==> src/rtl/trig_gate_pkg.sv <==
// trig_gate_pkg
// Shared types and constants for the trigger conditioning stage.
//   state_t        : gate FSM states (LOW, HIGH, BLOCK)
//   FILT_W_DEFAULT : default width of FILTER and the stability counter
//   HOLD_W_DEFAULT : default width of HOLDOFF and the holdoff counter
//   CNT_MAX        : saturation value of the 32-bit statistics counters
//   sat_inc()      : saturating increment for the statistics counters
package trig_gate_pkg;

    localparam int FILT_W_DEFAULT = 16;
    localparam int HOLD_W_DEFAULT = 32;

    localparam logic [31:0] CNT_MAX = 32'hFFFF_FFFF;

    typedef enum logic [1:0] {
        LOW   = 2'd0,
        HIGH  = 2'd1,
        BLOCK = 2'd2
    } state_t;

    function automatic logic [31:0] sat_inc(input logic [31:0] value);
        return (value == CNT_MAX) ? value : value + 32'd1;
    endfunction

endpackage

==> src/rtl/trig_gate_if.sv <==
// trig_gate_if
// Bundles the trigger, enable, register and result signals of trig_gate.
//   trig_i       : raw trigger level
//   enable_i     : block enable
//   FILTER       : extra stable cycles required before the filtered level changes
//   FILTER_WSTB  : write strobe for FILTER
//   HOLDOFF      : minimum spacing between out_o rising edges (0 = none)
//   HOLDOFF_WSTB : write strobe for HOLDOFF
//   out_o        : conditioned trigger level
//   ACCEPTED     : accepted rising edges   (only with TRIG_GATE_STATS_EN)
//   REJECTED     : holdoff-rejected edges  (only with TRIG_GATE_STATS_EN)
// Modports: master drives the inputs (register/bus side), slave is trig_gate.
// Optional feature macro: TRIG_GATE_STATS_EN.
interface trig_gate_if
    import trig_gate_pkg::*;
#(
    parameter int FILT_W = FILT_W_DEFAULT,
    parameter int HOLD_W = HOLD_W_DEFAULT
);

    logic              trig_i;
    logic              enable_i;
    logic [FILT_W-1:0] FILTER;
    logic              FILTER_WSTB;
    logic [HOLD_W-1:0] HOLDOFF;
    logic              HOLDOFF_WSTB;
    logic              out_o;
`ifdef TRIG_GATE_STATS_EN
    logic [31:0]       ACCEPTED;
    logic [31:0]       REJECTED;

    modport master (
        output trig_i, enable_i, FILTER, FILTER_WSTB, HOLDOFF, HOLDOFF_WSTB,
        input  out_o, ACCEPTED, REJECTED
    );

    modport slave (
        input  trig_i, enable_i, FILTER, FILTER_WSTB, HOLDOFF, HOLDOFF_WSTB,
        output out_o, ACCEPTED, REJECTED
    );
`else
    modport master (
        output trig_i, enable_i, FILTER, FILTER_WSTB, HOLDOFF, HOLDOFF_WSTB,
        input  out_o
    );

    modport slave (
        input  trig_i, enable_i, FILTER, FILTER_WSTB, HOLDOFF, HOLDOFF_WSTB,
        output out_o
    );
`endif

endinterface

==> src/rtl/trig_filter.sv <==
// trig_filter
// Debounce for a single-bit level: dout changes only after din has differed
// from it on FILTER+1 consecutive sampling edges; shorter glitches vanish.
//   clk_i       : clock (rising edge)
//   reset_i     : synchronous reset, active-high
//   din         : raw level
//   FILTER      : extra stable cycles required before dout changes
//   FILTER_WSTB : restarts the stability count; dout is kept
//   dout        : filtered level (registered)
module trig_filter
    import trig_gate_pkg::*;
#(
    parameter int FILT_W = FILT_W_DEFAULT
) (
    input  logic              clk_i,
    input  logic              reset_i,
    input  logic              din,
    input  logic [FILT_W-1:0] FILTER,
    input  logic              FILTER_WSTB,
    output logic              dout
);

    logic              filt;
    logic [FILT_W-1:0] stab_cnt;

    // NOTE: sequential state uses non-blocking (<=) so every register samples
    // pre-edge values; blocking here would create order-dependent races.
    always_ff @(posedge clk_i) begin
        if (reset_i) begin
            filt     <= 1'b0;
            stab_cnt <= '0;
        end else if (FILTER_WSTB) begin
            stab_cnt <= '0;
        end else if (din != filt) begin
            if (stab_cnt == FILTER) begin
                filt     <= ~filt;
                stab_cnt <= '0;
            end else begin
                stab_cnt <= stab_cnt + 1'b1;
            end
        end else begin
            stab_cnt <= '0;
        end
    end

    assign dout = filt;

endmodule

==> src/rtl/trig_gate.sv <==
// trig_gate
// Trigger conditioning ahead of the pulse block: glitch-filters trig_i and
// enforces a minimum spacing between accepted rising edges of out_o.
//   clk_i   : clock (rising edge)
//   reset_i : synchronous reset, active-high
//   bus     : trig_gate_if.slave (trig_i, enable_i, FILTER/HOLDOFF registers
//             and strobes, out_o, optional ACCEPTED/REJECTED)
// Optional feature macro: TRIG_GATE_STATS_EN adds the ACCEPTED/REJECTED
// counters (32-bit, saturating, cleared on enable_i rising).
module trig_gate
    import trig_gate_pkg::*;
#(
    parameter int FILT_W = FILT_W_DEFAULT,
    parameter int HOLD_W = HOLD_W_DEFAULT
) (
    input logic        clk_i,
    input logic        reset_i,
    trig_gate_if.slave bus
);

    logic              filt;
    state_t            state;
    state_t            state_nxt;
    logic [HOLD_W-1:0] hold_cnt;
    logic [HOLD_W-1:0] hold_nxt;
    logic [HOLD_W-1:0] hold_load;
    logic              accept;
    logic              reject;

    trig_filter #(
        .FILT_W (FILT_W)
    ) u_filter (
        .clk_i       (clk_i),
        .reset_i     (reset_i),
        .din         (bus.trig_i),
        .FILTER      (bus.FILTER),
        .FILTER_WSTB (bus.FILTER_WSTB),
        .dout        (filt)
    );

    // The counter is checked for zero on the edge *before* it would reach
    // zero again, so loading HOLDOFF-1 lets a rise at exactly r+HOLDOFF pass.
    // This also makes HOLDOFF=1 behave like HOLDOFF=0.
    assign hold_load = (bus.HOLDOFF == '0) ? '0 : bus.HOLDOFF - 1'b1;

    // NOTE: every output of a combinational block gets a default first, so no
    // path leaves a signal unassigned and no latch is inferred.
    always_comb begin
        state_nxt = state;
        accept    = 1'b0;
        reject    = 1'b0;
        hold_nxt  = (hold_cnt == '0) ? '0 : hold_cnt - 1'b1;

        case (state)
            LOW: begin
                if (filt) begin
                    if (hold_cnt == '0) begin
                        state_nxt = HIGH;
                        accept    = 1'b1;
                    end else begin
                        state_nxt = BLOCK;
                        reject    = 1'b1;
                    end
                end
            end
            HIGH: begin
                if (!filt) state_nxt = LOW;
            end
            BLOCK: begin
                // Edge already refused; wait for the level to fall first.
                if (!filt) state_nxt = LOW;
            end
            default: state_nxt = LOW;
        endcase

        if (accept) hold_nxt = hold_load;

        if (bus.HOLDOFF_WSTB) hold_nxt = '0;

        // Disable overrides everything except reset; the filter keeps running.
        if (!bus.enable_i) begin
            state_nxt = LOW;
            accept    = 1'b0;
            reject    = 1'b0;
            hold_nxt  = '0;
        end
    end

    always_ff @(posedge clk_i) begin
        if (reset_i) begin
            state    <= LOW;
            hold_cnt <= '0;
        end else begin
            state    <= state_nxt;
            hold_cnt <= hold_nxt;
        end
    end

    // Decoded straight from the state register, so out_o is glitch-free.
    assign bus.out_o = (state == HIGH);

`ifdef TRIG_GATE_STATS_EN
    logic        enable_q;
    logic [31:0] accepted;
    logic [31:0] rejected;

    always_ff @(posedge clk_i) begin
        if (reset_i) begin
            enable_q <= 1'b0;
            accepted <= '0;
            rejected <= '0;
        end else begin
            enable_q <= bus.enable_i;
            if (bus.enable_i && !enable_q) begin
                // Clear on enable rising, still counting an event on that edge.
                accepted <= accept ? 32'd1 : 32'd0;
                rejected <= reject ? 32'd1 : 32'd0;
            end else begin
                if (accept) accepted <= sat_inc(accepted);
                if (reject) rejected <= sat_inc(rejected);
            end
        end
    end

    assign bus.ACCEPTED = accepted;
    assign bus.REJECTED = rejected;
`endif

endmodule

==> src/flat_wrapper.sv <==
// flat-port wrapper written by rule: the top's interface ports become plain ports
module trig_gate_flat import trig_gate_pkg::*;
#(
    parameter int FILT_W = FILT_W_DEFAULT,
    parameter int HOLD_W = HOLD_W_DEFAULT
)
  (clk_i, reset_i, bus_trig_i, bus_enable_i, bus_FILTER, bus_FILTER_WSTB, bus_HOLDOFF, bus_HOLDOFF_WSTB, bus_out_o);
  trig_gate_if #(.FILT_W(FILT_W), .HOLD_W(HOLD_W)) bus_i ();
  input logic clk_i;
  input logic reset_i;
  input wire logic [$bits(bus_i.trig_i)-1:0] bus_trig_i;
  input wire logic [$bits(bus_i.enable_i)-1:0] bus_enable_i;
  input wire logic [$bits(bus_i.FILTER)-1:0] bus_FILTER;
  input wire logic [$bits(bus_i.FILTER_WSTB)-1:0] bus_FILTER_WSTB;
  input wire logic [$bits(bus_i.HOLDOFF)-1:0] bus_HOLDOFF;
  input wire logic [$bits(bus_i.HOLDOFF_WSTB)-1:0] bus_HOLDOFF_WSTB;
  output wire logic [$bits(bus_i.out_o)-1:0] bus_out_o;
  assign bus_i.trig_i = bus_trig_i;
  assign bus_i.enable_i = bus_enable_i;
  assign bus_i.FILTER = bus_FILTER;
  assign bus_i.FILTER_WSTB = bus_FILTER_WSTB;
  assign bus_i.HOLDOFF = bus_HOLDOFF;
  assign bus_i.HOLDOFF_WSTB = bus_HOLDOFF_WSTB;
  assign bus_out_o = bus_i.out_o;
  trig_gate #(.FILT_W(FILT_W), .HOLD_W(HOLD_W)) u_core (.clk_i(clk_i), .reset_i(reset_i), .bus(bus_i));
endmodule
==> config.mk <==
export PLATFORM = sky130hd
export DESIGN_NAME = trig_gate_flat
export DESIGN_NICKNAME = d
export VERILOG_FILES = /design/src/rtl/trig_gate_pkg.sv /design/src/rtl/trig_gate_if.sv /design/src/rtl/trig_filter.sv /design/src/rtl/trig_gate.sv /design/src/flat_wrapper.sv
export SDC_FILE = /design/constraint.sdc
export NUM_CORES = 1
export LEC_CHECK = 0
export BUFFER_PORTS_ARGS = -buffer_cell sky130_fd_sc_hd__buf_2
export CAP_MARGIN = 20
export CORE_MARGIN = 2
export CORE_UTILIZATION = 50
export DETAILED_ROUTE_END_ITERATION = 16
export PLACE_DENSITY = 0.72
export REMOVE_ABC_BUFFERS = 1
export SLEW_MARGIN = 10
export SYNTH_ARGS = -nofsm -noshare
export SYNTH_HDL_FRONTEND = slang
export SYNTH_HIERARCHICAL = 1
export SYNTH_SLANG_ARGS = --single-unit
==> constraint.sdc <==
create_clock -name clk_i -period 3.3 [get_ports clk_i]
set_input_delay 0 -clock clk_i [delete_from_list [all_inputs] [get_ports clk_i]]
set_output_delay 0 -clock clk_i [all_outputs]
set_load 0.03 [all_outputs]
==> results.cfg, run 1 <==
[status]
run_status = finished, final reports clean

[sta]
rsz0062_at_grt = no
hold_slack_ps = 17.37
finalCriticalPeriod_ps = 2873
skew_ps = 12.27
layout_setup_ws_ps = 427.2
report.final.hold_viol_count = 0
fin_crit_sh = 0.8705
tightest_pin_transition_ps = 738.3
fin_tns_setup_ps = 0
max_slew_margin_vs_limit = 0.5032
maxClockFrequency_ghz = 0.3481
final_max_tran_viols = 0
timing.final.setup_violations = 0

[clock_network]
clock_insertion_delay_worst_skew_ps = 310
clock_tree.buffer_depth = 2
number_of_clock_buffers_inserted_by_tritoncts = 5
cts_tree = yes
cts.sink_count = 51
cts.clk_slew.worst_paths_ps = 100
clock_root_cell = sky130_fd_sc_hd__clkbuf_8
cts_htree_levels = 2

[hold_path]
hold_path.class = input pin to flip-flop
whs_path_depth = 3
endpoint_worst_hold = u_core/state[0]$_SDFFE_PP0P_
hold_path.startpoint = bus_enable_i

[worst_setup_path]
timing.rr.end = u_core/hold_cnt[17]$_SDFF_PP0_
path_max_fanout = 15
worstRegToRegCells = 8
critical_path_class = flip-flop to flip-flop
r2r_start = u_core/hold_cnt[0]$_SDFF_PP0_
endpoint_kind = flip-flop
setup.worst_path.start_class = flip-flop
critPathRequiredTime_ps = 3480
timing.critical_path.arrival_ps = 3050
timing.reg2reg.setup_slack_ps = 430

[synthesis]
netlist_instances = 428
syn_area_um2 = 3410
synthTopCellsByArea = sky130_fd_sc_hd__dfxtp_1 30%, sky130_fd_sc_hd__xnor2_1 9.8%, sky130_fd_sc_hd__xor2_1 9.8%
yosys_most_used_dff = sky130_fd_sc_hd__dfxtp_1
synth_top_area_share = 0.2994
synth-seq-cells = 51
synth_cell_type_count = 44
seq_area_frac_synth = 0.2994
post_syn_area_per_cell_um2 = 7.966
post_synth_most_frequent_cells = 51 x sky130_fd_sc_hd__dfxtp_1, 50 x sky130_fd_sc_hd__nor2_1, 48 x sky130_fd_sc_hd__nand2_1
number_of_enable_flip_flop_cells_after_synthesis = 0
yosysWarnings = 6
async_reset_ff_frac = 0
synth_most_common_cell = sky130_fd_sc_hd__dfxtp_1
netlist.top_cell.by_area = sky130_fd_sc_hd__dfxtp_1

[global_routing]
antenna_violations_before_repair = 0
grt_usage = 0.2203
maximum_number_of_pins_on_one_net_before_global_route_repair = 30
grt-ovfl-total = 0
first_global_vias = 2844
grt_pass1_wl_um = 13210

[floorplanning]
num_io_pins = 55
row_count = 30
die-area_um2 = 7495
design.core.area_um2 = 6681
floorplan.die.width_um = 86.58
start_util = 0.5103
dieHeight_um = 86.58

[layout]
seq_area_um2 = 1021
share_of_layout_cells_above_drive_strength_1 = 0.2160
layout-area-overhead-vs-synth_pct = 13.65
nets = 544
multi_input_comb_area_um2 = 2287
antenna_cells = 0
layout.filler_cells = 658

[route]
drc = 0
antenna_violating_nets_post_route = 0
avgViaCountPerCell = 5.535
drt-initial-drc-count = 122
drt_first_pass_iters = 4
route.detailed.wl_per_inst_um = 14.27
total_number_of_vias = 3133
routed_wirelength_um = 8076

[placement]
gpl.final_weighted_congestion = 0.8521
dpl.hpwl_um = 6220
detailedPlace.worstSlack_ps = 298.6
portBuffers = 54

[run]
maxCapViolCount = 0
==> cell families after synthesis <==
group,after synthesis,synth area share
AO/OA/AOI/OAI,53,0.1090
XOR/XNOR,76,0.1952
adder cells (fa/ha/maj),5,0.01835
buffers and inverters,22,0.03303
flip-flops,51,0.2994
multiplexers,6,0.01835
AND/OR/NAND/NOR,215,0.3266
==> metrics by stage <==
stage                     instances  area (µm²)  utilization
after floorplan                 415        3331            -
after CTS                       566        3872       0.5796
after detailed placement        555        3755       0.5620
after global routing            566        3875       0.5800
final                           566        3875       0.5800
after global placement          555        3755       0.5620
==> layout by cell type, fill, tap and decap left out, drive strengths merged, types with 6 or more instances in the layout <==
| cell type | netlist | final |
|---|---|---|
| or4 | 11 | 11 |
| xnor2 | 38 | 38 |
| nand3 | 8 | 8 |
| buf | 4 | 60 |
| a22oi | 6 | 6 |
| xor2 | 38 | 38 |
| dfxtp | 51 | 51 |
| or2 | 8 | 8 |
| nor2 | 51 | 51 |
| nand2 | 58 | 58 |
| nor4 | 22 | 22 |
| nor3 | 25 | 25 |
| nand4 | 10 | 10 |
| or3 | 11 | 11 |
| o21ai | 6 | 6 |
| inv | 9 | 10 |
| a21oi | 27 | 27 |
==> layer usage <==
layer | wire length (µm) | track usage | up-vias
met5 | 0 | 0 | -
met4 | 79 | 0.03977 | 0
met3 | 406 | 0.03238 | 7
met2 | 3640 | 0.3664 | 88
met1 | 3949 | 0.3071 | 1417
li1 | - | - | 1621
==> how the worst max path moves through the flow <==
stage	from	slack [ps]	end	depth (start not counted)
2_1_floorplan	u_core/hold_cnt[5]$_SDFF_PP0_	0.2	u_core/hold_cnt[18]$_SDFF_PP0_	6
4_1_cts	u_core/hold_cnt[0]$_SDFF_PP0_	310	u_core/hold_cnt[17]$_SDFF_PP0_	8
5_1_grt	u_core/hold_cnt[0]$_SDFF_PP0_	140	u_core/hold_cnt[18]$_SDFF_PP0_	8
3_3_place_gp	u_core/hold_cnt[0]$_SDFF_PP0_	470	u_core/hold_cnt[17]$_SDFF_PP0_	8
6_report	u_core/hold_cnt[0]$_SDFF_PP0_	430	u_core/hold_cnt[17]$_SDFF_PP0_	8
3_5_place_dp	u_core/hold_cnt[0]$_SDFF_PP0_	300	u_core/hold_cnt[17]$_SDFF_PP0_	8
==> critical path, cell delays in order, from the launching register on <==
cell and delay (ps):
sky130_fd_sc_hd__dfxtp_1 330, sky130_fd_sc_hd__inv_1 70, sky130_fd_sc_hd__ha_1 200, sky130_fd_sc_hd__or4b_1 560, sky130_fd_sc_hd__or3_1 470, sky130_fd_sc_hd__nor3_1 480, sky130_fd_sc_hd__nand2_2 340, sky130_fd_sc_hd__a22oi_1 250
sky130_fd_sc_hd__nor2_1 60
==> area by class of cell <==
class / count / area share
multi-input combinational: 355 / 0.5902
sequential: 51 / 0.2635
timing repair buffer: 63 / 0.08912
tap: 80 / 0.02583
clock buffer: 5 / 0.01776
inverter: 9 / 0.008718
clock inverter: 3 / 0.004843
==> state kept, by name, indices dropped and copies added, names as in the netlist <==
| register | count |
|---|---|
| u_core/u_filter/stab_cnt | 16 |
| u_core/hold_cnt | 32 |
| u_core/state | 2 |
| u_core/u_filter/dout | 1 |
==> timing repair <==
action                     CTS  global route
resized for setup            0             1
hold endpoints to repair     3             0
setup endpoints to repair    0             1
hold buffers                 3             0
setup buffers                0             0
Power of run 1 is left out: the tool's default activity adds up to more than one toggle a clock period on the data nets, which glitch-free logic cannot reach.
==> inputs of run 2 (changes only) <==
--- a/config.mk
+++ b/config.mk
@@ -5,12 +5,13 @@
 export SDC_FILE = /design/constraint.sdc
 export NUM_CORES = 1
 export LEC_CHECK = 0
+export ABC_AREA = 1
 export BUFFER_PORTS_ARGS = -buffer_cell sky130_fd_sc_hd__buf_2
 export CAP_MARGIN = 20
 export CORE_MARGIN = 2
 export CORE_UTILIZATION = 50
 export DETAILED_ROUTE_END_ITERATION = 16
-export PLACE_DENSITY = 0.72
+export PLACE_DENSITY = 0.7
 export REMOVE_ABC_BUFFERS = 1
 export SLEW_MARGIN = 10
 export SYNTH_ARGS = -nofsm -noshare
==> run 2 against run 1 <==
- die area up 25%
- largest cell class unchanged
- clock-buffer cell count up 1
- final cell count up 54%
==> results.cfg, run 2 <==
[power_and_ir_drop]
pwr-share-comb = 0.749
power_per_unit_of_standard_cell_area_nw_per_um2 = 1107
power_switching_share = 0.5563
net-switching-power_mw = 2.933
pwr-share-seq = 0.166
pwr-share-clk = 0.085
power.total_mw = 5.273
worst_ir_drop_vdd_v = 0.0006313
intPower_mw = 2.339
cellLeakagePower_nw = 2.195

[sta]
max_slew_margin_vs_limit = 0.5125
timing.final.setup_violations = 0
tightest_pin_transition_ps = 731.3
skew_ps = 10.68
final_max_tran_viols = 0
hold_slack_ps = 21.90
fin_tns_setup_ps = 0
report.final.hold_viol_count = 0
rsz0062_at_grt = no
maxClockFrequency_ghz = 0.4675
finalCriticalPeriod_ps = 2139
fin_crit_sh = 0.6482

[layout]
layout.filler_cells = 837
share_of_layout_cells_above_drive_strength_1 = 0.1582
fin_util = 0.5765
layout.cells.most_common_list = 177 x sky130_fd_sc_hd__nor2_1, 165 x sky130_fd_sc_hd__nand2_1, 82 x sky130_fd_sc_hd__inv_1
antenna_cells = 0
flip_flop_count_of_the_largest_register_all_copies_and_words_added = 32
nets = 824
mostFrequentLayoutCell = sky130_fd_sc_hd__nor2_1
layout-area-overhead-vs-synth_pct = 10.67
layout_top_registers = u_core/hold_cnt (32), u_core/u_filter/stab_cnt (16), u_core/state (2)
max_flop_register = u_core/hold_cnt

[floorplanning]
die-area_um2 = 9362
start_util = 0.5209
dieHeight_um = 96.76
num_io_pins = 55
row_count = 33
floorplan.die.width_um = 96.76
design.core.area_um2 = 8258

[global_routing]
grt_pass1_wl_um = 19920
first_global_vias = 4364
grt_usage = 0.2565
maximum_number_of_pins_on_one_net_before_global_route_repair = 33
antenna_violations_before_repair = 0
grt-ovfl-total = 0

[route]
met2WireLength_um = 5761
dr.max_layer_used = met4
routed_wirelength_um = 11750
length_of_routed_met3_wiring_um = 790
route.detailed.wl_per_inst_um = 13.50
drt-initial-drc-count = 229
avgViaCountPerCell = 5.136
total_number_of_vias = 4468
antenna_violating_nets_post_route = 0
met1Wirelength_um = 4949
drc = 0
drt_first_pass_iters = 5

[synthesis]
async_reset_ff_frac = 0
synth_top_area_share = 0.2373
yosysWarnings = 6
synth_most_common_cell = sky130_fd_sc_hd__nor2_1
number_of_enable_flip_flop_cells_after_synthesis = 0
post_synth_most_frequent_cells = 177 x sky130_fd_sc_hd__nor2_1, 165 x sky130_fd_sc_hd__nand2_1, 82 x sky130_fd_sc_hd__inv_1
syn_area_um2 = 4302
netlist.top_cell.by_area = sky130_fd_sc_hd__dfxtp_1
synthTopCellsByArea = sky130_fd_sc_hd__dfxtp_1 24%, sky130_fd_sc_hd__nor2_1 15%, sky130_fd_sc_hd__nand2_1 14%
seq_area_frac_synth = 0.2373
post_syn_area_per_cell_um2 = 6.067
yosys_most_used_dff = sky130_fd_sc_hd__dfxtp_1
netlist_instances = 709
synth_cell_type_count = 35
synth-seq-cells = 51

[clock_network]
cts.clk_slew.worst_paths_ps = 100
cts_resized = 0
cts_tree = yes
clock_root_cell = sky130_fd_sc_hd__clkbuf_8
cts_htree_levels = 2
cts_setup_buffers = 0
clock_insertion_delay_worst_skew_ps = 320
number_of_clock_buffers_inserted_by_tritoncts = 5
cts.sink_count = 51
clock_tree.buffer_depth = 2

[status]
run_status = finished, final reports clean

[worst_setup_path]
critical_path_class = flip-flop to flip-flop
cp_cell_sequence = inv_1, ha_1, nand2_4, nor2_8, nand2_4, nor2_8, nand2_4, inv_1, nand4_1, a21oi_1
critPathTopFamily = simple AND/OR/NAND/NOR gates
timing.critical_path.buf_inv = 2
cpPeakStageDelay_ps = 320
critPathRequiredTime_ps = 3550
timing.critical_path.arrival_ps = 2390
critPathSlowestCell = sky130_fd_sc_hd__ha_1
cp_common_cell = sky130_fd_sc_hd__nand2_4
path_max_fanout = 9
setup.worst_path.start_class = flip-flop
endpoint_kind = flip-flop

[placement]
dpl.hpwl_um = 9603
portBuffers = 54
gpl.final_weighted_congestion = 0.9387

[run]
maxCapViolCount = 0

[hold_path]
hold_path.class = input pin to flip-flop
[run 2: cell count changes in the layout (fill, tap and decap cells not counted), moves of 11 or more]
cell	before	now
sky130_fd_sc_hd__nand3_1	8	47
sky130_fd_sc_hd__nand2_1	47	165
sky130_fd_sc_hd__nor2_1	50	177
sky130_fd_sc_hd__xnor2_1	38	9
sky130_fd_sc_hd__or3_1	11	0
sky130_fd_sc_hd__nor4_1	20	1
sky130_fd_sc_hd__inv_1	9	82
sky130_fd_sc_hd__nand4_1	9	21
sky130_fd_sc_hd__nor3_1	25	6
[run 2: repair_timing]
item                                    CTS  global route
endpoints found under the setup margin    0             0
hold buffers                              3             0
hold endpoints to repair                  5             0
[run 2: routing by layer]
layer / vias up / global-route usage
li1: 2338 / -
met4: 0 / 0.08451
met5: - / 0
met2: 150 / 0.4647
met3: 23 / 0.04624
met1: 1957 / 0.3041
[run 2: layout make-up]
cell class / instances / area, µm² / area share
repair buffers: 57 / 300.3 / 0.06307
flip-flops and latches: 51 / 1021 / 0.2145
clock buffers: 6 / 72.57 / 0.01524
clock inverters: 1 / 30.03 / 0.006307
well taps: 105 / 131.4 / 0.02760
multi-input cells: 565 / 2887 / 0.6063
inverters: 85 / 319.1 / 0.06702
[run 2: per-stage QoR]
step                      setup slack (ps)  cells  area (µm²)
after global routing                 937.4    870        4761
after global placement                1221    860        4628
after detailed placement              1172    860        4628
after CTS                             1160    870        4761
final                                 1161    870        4761
after floorplan                       1447    701        4227
[run 2: final timing paths]
path	startpoint	endpoint	slack (ps)	cells past startpoint
min reg2reg	u_core/state[1]$_SDFFE_PP0P_	u_core/state[1]$_SDFFE_PP0P_	480	2
max reg2reg	u_core/hold_cnt[0]$_SDFF_PP0_	u_core/hold_cnt[26]$_SDFF_PP0_	1160	10
min	bus_HOLDOFF[23]	u_core/hold_cnt[23]$_SDFF_PP0_	20	4
max	u_core/hold_cnt[0]$_SDFF_PP0_	u_core/hold_cnt[26]$_SDFF_PP0_	1160	10
[run 2: power by group through the flow]
| stage | Clock (mW) | Combinational, mW | Sequential [mW] |
|---|---|---|---|
| after floorplan | 0 | 3.16 | 0.842 |
| after global placement | 0 | 3.88 | 0.884 |
| after detailed placement | 0 | 3.94 | 0.885 |
| after CTS | 0.450 | 3.95 | 0.870 |
| after global routing | 0.481 | 4.49 | 0.892 |
| final | 0.448 | 3.95 | 0.874 |
[run 2: kinds of logic (layout without fill, tap and decap cells)]
group	Yosys count	after routing	synth area share
buffers and inverters	93	149	0.09162
DFF	51	51	0.2373
xor gates and xnor gates	39	39	0.07941
adders and majority gates	5	5	0.01454
and+or+nand+nor	458	458	0.4794
AOI/OAI and AO/OA	63	63	0.09774
[run 2: worst reg2reg max path, cell delays in order, from the launching register on]
cell                      delay [ps]
sky130_fd_sc_hd__dfxtp_1         310
sky130_fd_sc_hd__inv_1           120
sky130_fd_sc_hd__ha_1            320
sky130_fd_sc_hd__nand2_4         110
sky130_fd_sc_hd__nor2_8          180
sky130_fd_sc_hd__nand2_4          90
sky130_fd_sc_hd__nor2_8          170
sky130_fd_sc_hd__nand2_4          90
sky130_fd_sc_hd__inv_1           230
sky130_fd_sc_hd__nand4_1         280
sky130_fd_sc_hd__a21oi_1         190
No activity file was read; power rests on OpenSTA's default activity.
==> inputs of run 3 (changes only) <==
--- a/config.mk
+++ b/config.mk
@@ -5,13 +5,13 @@
 export SDC_FILE = /design/constraint.sdc
 export NUM_CORES = 1
 export LEC_CHECK = 0
-export ABC_AREA = 1
+export ABC_AREA = 0
 export BUFFER_PORTS_ARGS = -buffer_cell sky130_fd_sc_hd__buf_2
 export CAP_MARGIN = 20
 export CORE_MARGIN = 2
 export CORE_UTILIZATION = 50
 export DETAILED_ROUTE_END_ITERATION = 16
-export PLACE_DENSITY = 0.7
+export PLACE_DENSITY = 0.72
 export REMOVE_ABC_BUFFERS = 1
 export SLEW_MARGIN = 10
 export SYNTH_ARGS = -nofsm -noshare
==> constraint.sdc (replaced) <==
create_clock -name clk_i -period 2 [get_ports clk_i]
set_input_delay 0 -clock clk_i [delete_from_list [all_inputs] [get_ports clk_i]]
set_output_delay 0 -clock clk_i [all_outputs]
set_load 0.03 [all_outputs]
==> run 3 against run 2 <==
- the run now ends with negative setup slack left
- sequential power grew 57%
- via count is 20% lower
- first-iteration DRC count down 27%
- total power rose by 98%
- critical endpoint is now u_core/hold_cnt[28]$_SDFF_PP0_
- final cell count shrank 25%
- sequential share of layout area increased by 0.37 points
- register-to-register slack worse by 1700 ps
- non-clock buffer count grew 90
- clock skew is 4.4 ps lower
- sequential cell count stayed put
- critical path depth stayed put
- highest routed layer unchanged
==> results.cfg, run 3 (synthesis results as in run 1) <==
[layout]
share_of_layout_cells_above_drive_strength_1 = 0.3667
fin_cells = 650
layout-area-overhead-vs-synth_pct = 37.58
layout_top_registers = u_core/hold_cnt (32), u_core/u_filter/stab_cnt (16), u_core/state (2)
flip_flop_count_of_the_largest_register_all_copies_and_words_added = 32
antenna_cells = 0
fin_util = 0.7021
layout.filler_cells = 523
final_design_area_no_fill_um2 = 4691
nets = 628
mostFrequentLayoutCell = sky130_fd_sc_hd__buf_4
seq_area_um2 = 1023
multi_input_comb_area_um2 = 2392
layout.cells.most_common_list = 86 x sky130_fd_sc_hd__buf_4, 54 x sky130_fd_sc_hd__buf_2, 50 x sky130_fd_sc_hd__nor2_1
max_flop_register = u_core/hold_cnt

[floorplanning]
dieHeight_um = 86.58
die-area_um2 = 7495
floorplan.die.width_um = 86.58
row_count = 30
num_io_pins = 55
design.core.area_um2 = 6681
start_util = 0.5103

[route]
avgViaCountPerCell = 5.468
antenna_violating_nets_post_route = 0
drt_first_pass_iters = 4
drt-initial-drc-count = 168
total_number_of_vias = 3554
routed_wirelength_um = 9385
route.detailed.wl_per_inst_um = 14.44
drc = 0

[power_and_ir_drop]
power_per_unit_of_standard_cell_area_nw_per_um2 = 2225
worst_ir_drop_vdd_v = 0.001196
cellLeakagePower_nw = 2.008

[global_routing]
grt_pass1_wl_um = 15610
maximum_number_of_pins_on_one_net_before_global_route_repair = 30
grt_usage = 0.2603
first_global_vias = 3412
antenna_violations_before_repair = 0
grt-ovfl-total = 0

[hold_path]
hold_path.class = input pin to flip-flop

[status]
violations_in_the_final_reports = negative setup slack
run_status = complete, but fails checks

[worst_setup_path]
setup.worst_path.start_class = flip-flop
timing.critical_path.arrival_ps = 2770
path_max_fanout = 8
endpoint_kind = flip-flop
critical_path_class = flip-flop to flip-flop
critPathRequiredTime_ps = 2240

[sta]
skew_ps = 6.323
finalCriticalPeriod_ps = 2530
tightest_pin_transition_ps = 705.1
timing.final.setup_violations = 34
rsz0062_at_grt = yes
report.final.hold_viol_count = 0
maxClockFrequency_ghz = 0.3953
fin_crit_sh = 1.265
layout_setup_ws_ps = -529.6
final_max_tran_viols = 0
max_slew_margin_vs_limit = 0.5299

[clock_network]
cts.sink_count = 51
clock_tree.buffer_depth = 2
cts_tree = yes
clock_insertion_delay_worst_skew_ps = 310
cts_htree_levels = 2
cts.clk_slew.worst_paths_ps = 100
number_of_clock_buffers_inserted_by_tritoncts = 5
clock_root_cell = sky130_fd_sc_hd__clkbuf_8

[placement]
portBuffers = 54
placed_cells_incl_taps = 635
gpl.final_weighted_congestion = 0.8613
dpl.hpwl_um = 7129
postPlaceCellArea_um2 = 4368

[run]
maxCapViolCount = 0
-- run 3: cell types whose count changed in the layout (fill, tap and decap cells not counted), moves of 16 or more --
cell                      change
sky130_fd_sc_hd__buf_4       +86
sky130_fd_sc_hd__inv_1       -75
sky130_fd_sc_hd__nand2_1    -123
sky130_fd_sc_hd__nand3_1     -39
sky130_fd_sc_hd__nor2_1     -127
sky130_fd_sc_hd__nor3_1      +16
sky130_fd_sc_hd__nor4_1      +17
sky130_fd_sc_hd__xnor2_1     +29
-- run 3: power breakdown --
| group | switching (mW) | internal (mW) | total (mW) | leakage (nW) |
|---|---|---|---|---|
| Sequential | 0.139 | 1.24 | 1.37 | 0.413 |
| Combinational | 4.24 | 3.97 | 8.21 | 1.53 |
| Clock | 0.356 | 0.499 | 0.855 | 0.0644 |
-- run 3: final timing paths --
path | slack (ps) | to | from | cells after the start
max | -530 | u_core/hold_cnt[28]$_SDFF_PP0_ | u_core/hold_cnt[1]$_SDFF_PP0_ | 10
min | 20 | u_core/state[0]$_SDFFE_PP0P_ | bus_enable_i | 3
min reg2reg | 490 | u_core/u_filter/stab_cnt[0]$_SDFF_PP0_ | u_core/u_filter/stab_cnt[0]$_SDFF_PP0_ | 1
max reg2reg | -530 | u_core/hold_cnt[28]$_SDFF_PP0_ | u_core/hold_cnt[1]$_SDFF_PP0_ | 10
-- run 3: worst max-delay path, cell delays in order, from the launching register on --
cell and delay [ps]:
sky130_fd_sc_hd__dfxtp_2 340, sky130_fd_sc_hd__inv_2 60, sky130_fd_sc_hd__ha_4 130, sky130_fd_sc_hd__or4b_4 460, sky130_fd_sc_hd__buf_6 140, sky130_fd_sc_hd__or4_4 560, sky130_fd_sc_hd__nor4_4 240, sky130_fd_sc_hd__buf_4 190
sky130_fd_sc_hd__buf_8 160, sky130_fd_sc_hd__nand2_4 60, sky130_fd_sc_hd__a21oi_2 120
-- run 3: layout make-up --
class / instances / share of cell area
multi-input combinational: 355 / 0.5100
sequential: 51 / 0.2182
timing repair buffer: 147 / 0.2142
tap: 80 / 0.02134
clock buffer: 5 / 0.01467
clock inverter: 3 / 0.01440
inverter: 9 / 0.007202
-- run 3: stage by stage --
| stage | worst slack, ps | hold WS [ps] | setup TNS, ps | power (mW) |
|---|---|---|---|---|
| 6_report | -529.6 | 19.14 | -14950 | 10.44 |
| 5_1_grt | -597.4 | 21.04 | -17630 | 11.25 |
| 4_1_cts | -490.0 | 3.540 | -14120 | 9.789 |
| 3_5_place_dp | -586.1 | 270.0 | -16810 | 8.510 |
| 3_3_place_gp | -530.2 | 264.3 | -15590 | 8.398 |
| 2_1_floorplan | -1300 | 151.6 | -30790 | 6.699 |
-- run 3: per-layer routing --
layer / global-route usage / routed length (µm) / share of wire / up-vias
met5: 0 / 0 / 0 / -
met4: 0.06250 / 181 / 0.019 / 0
met3: 0.04476 / 542 / 0.058 / 15
met2: 0.4287 / 4441 / 0.47 / 110
met1: 0.3558 / 4219 / 0.45 / 1631
li1: - / - / - / 1798
-- run 3: what timing repair did --
item	in CTS	in global routing
pin swaps	21	1
hold buffers	2	0
resized for setup	23	11
endpoints found under the setup margin	34	34
cloned	1	0
hold endpoints to repair	2	0
buffers inserted	3	2
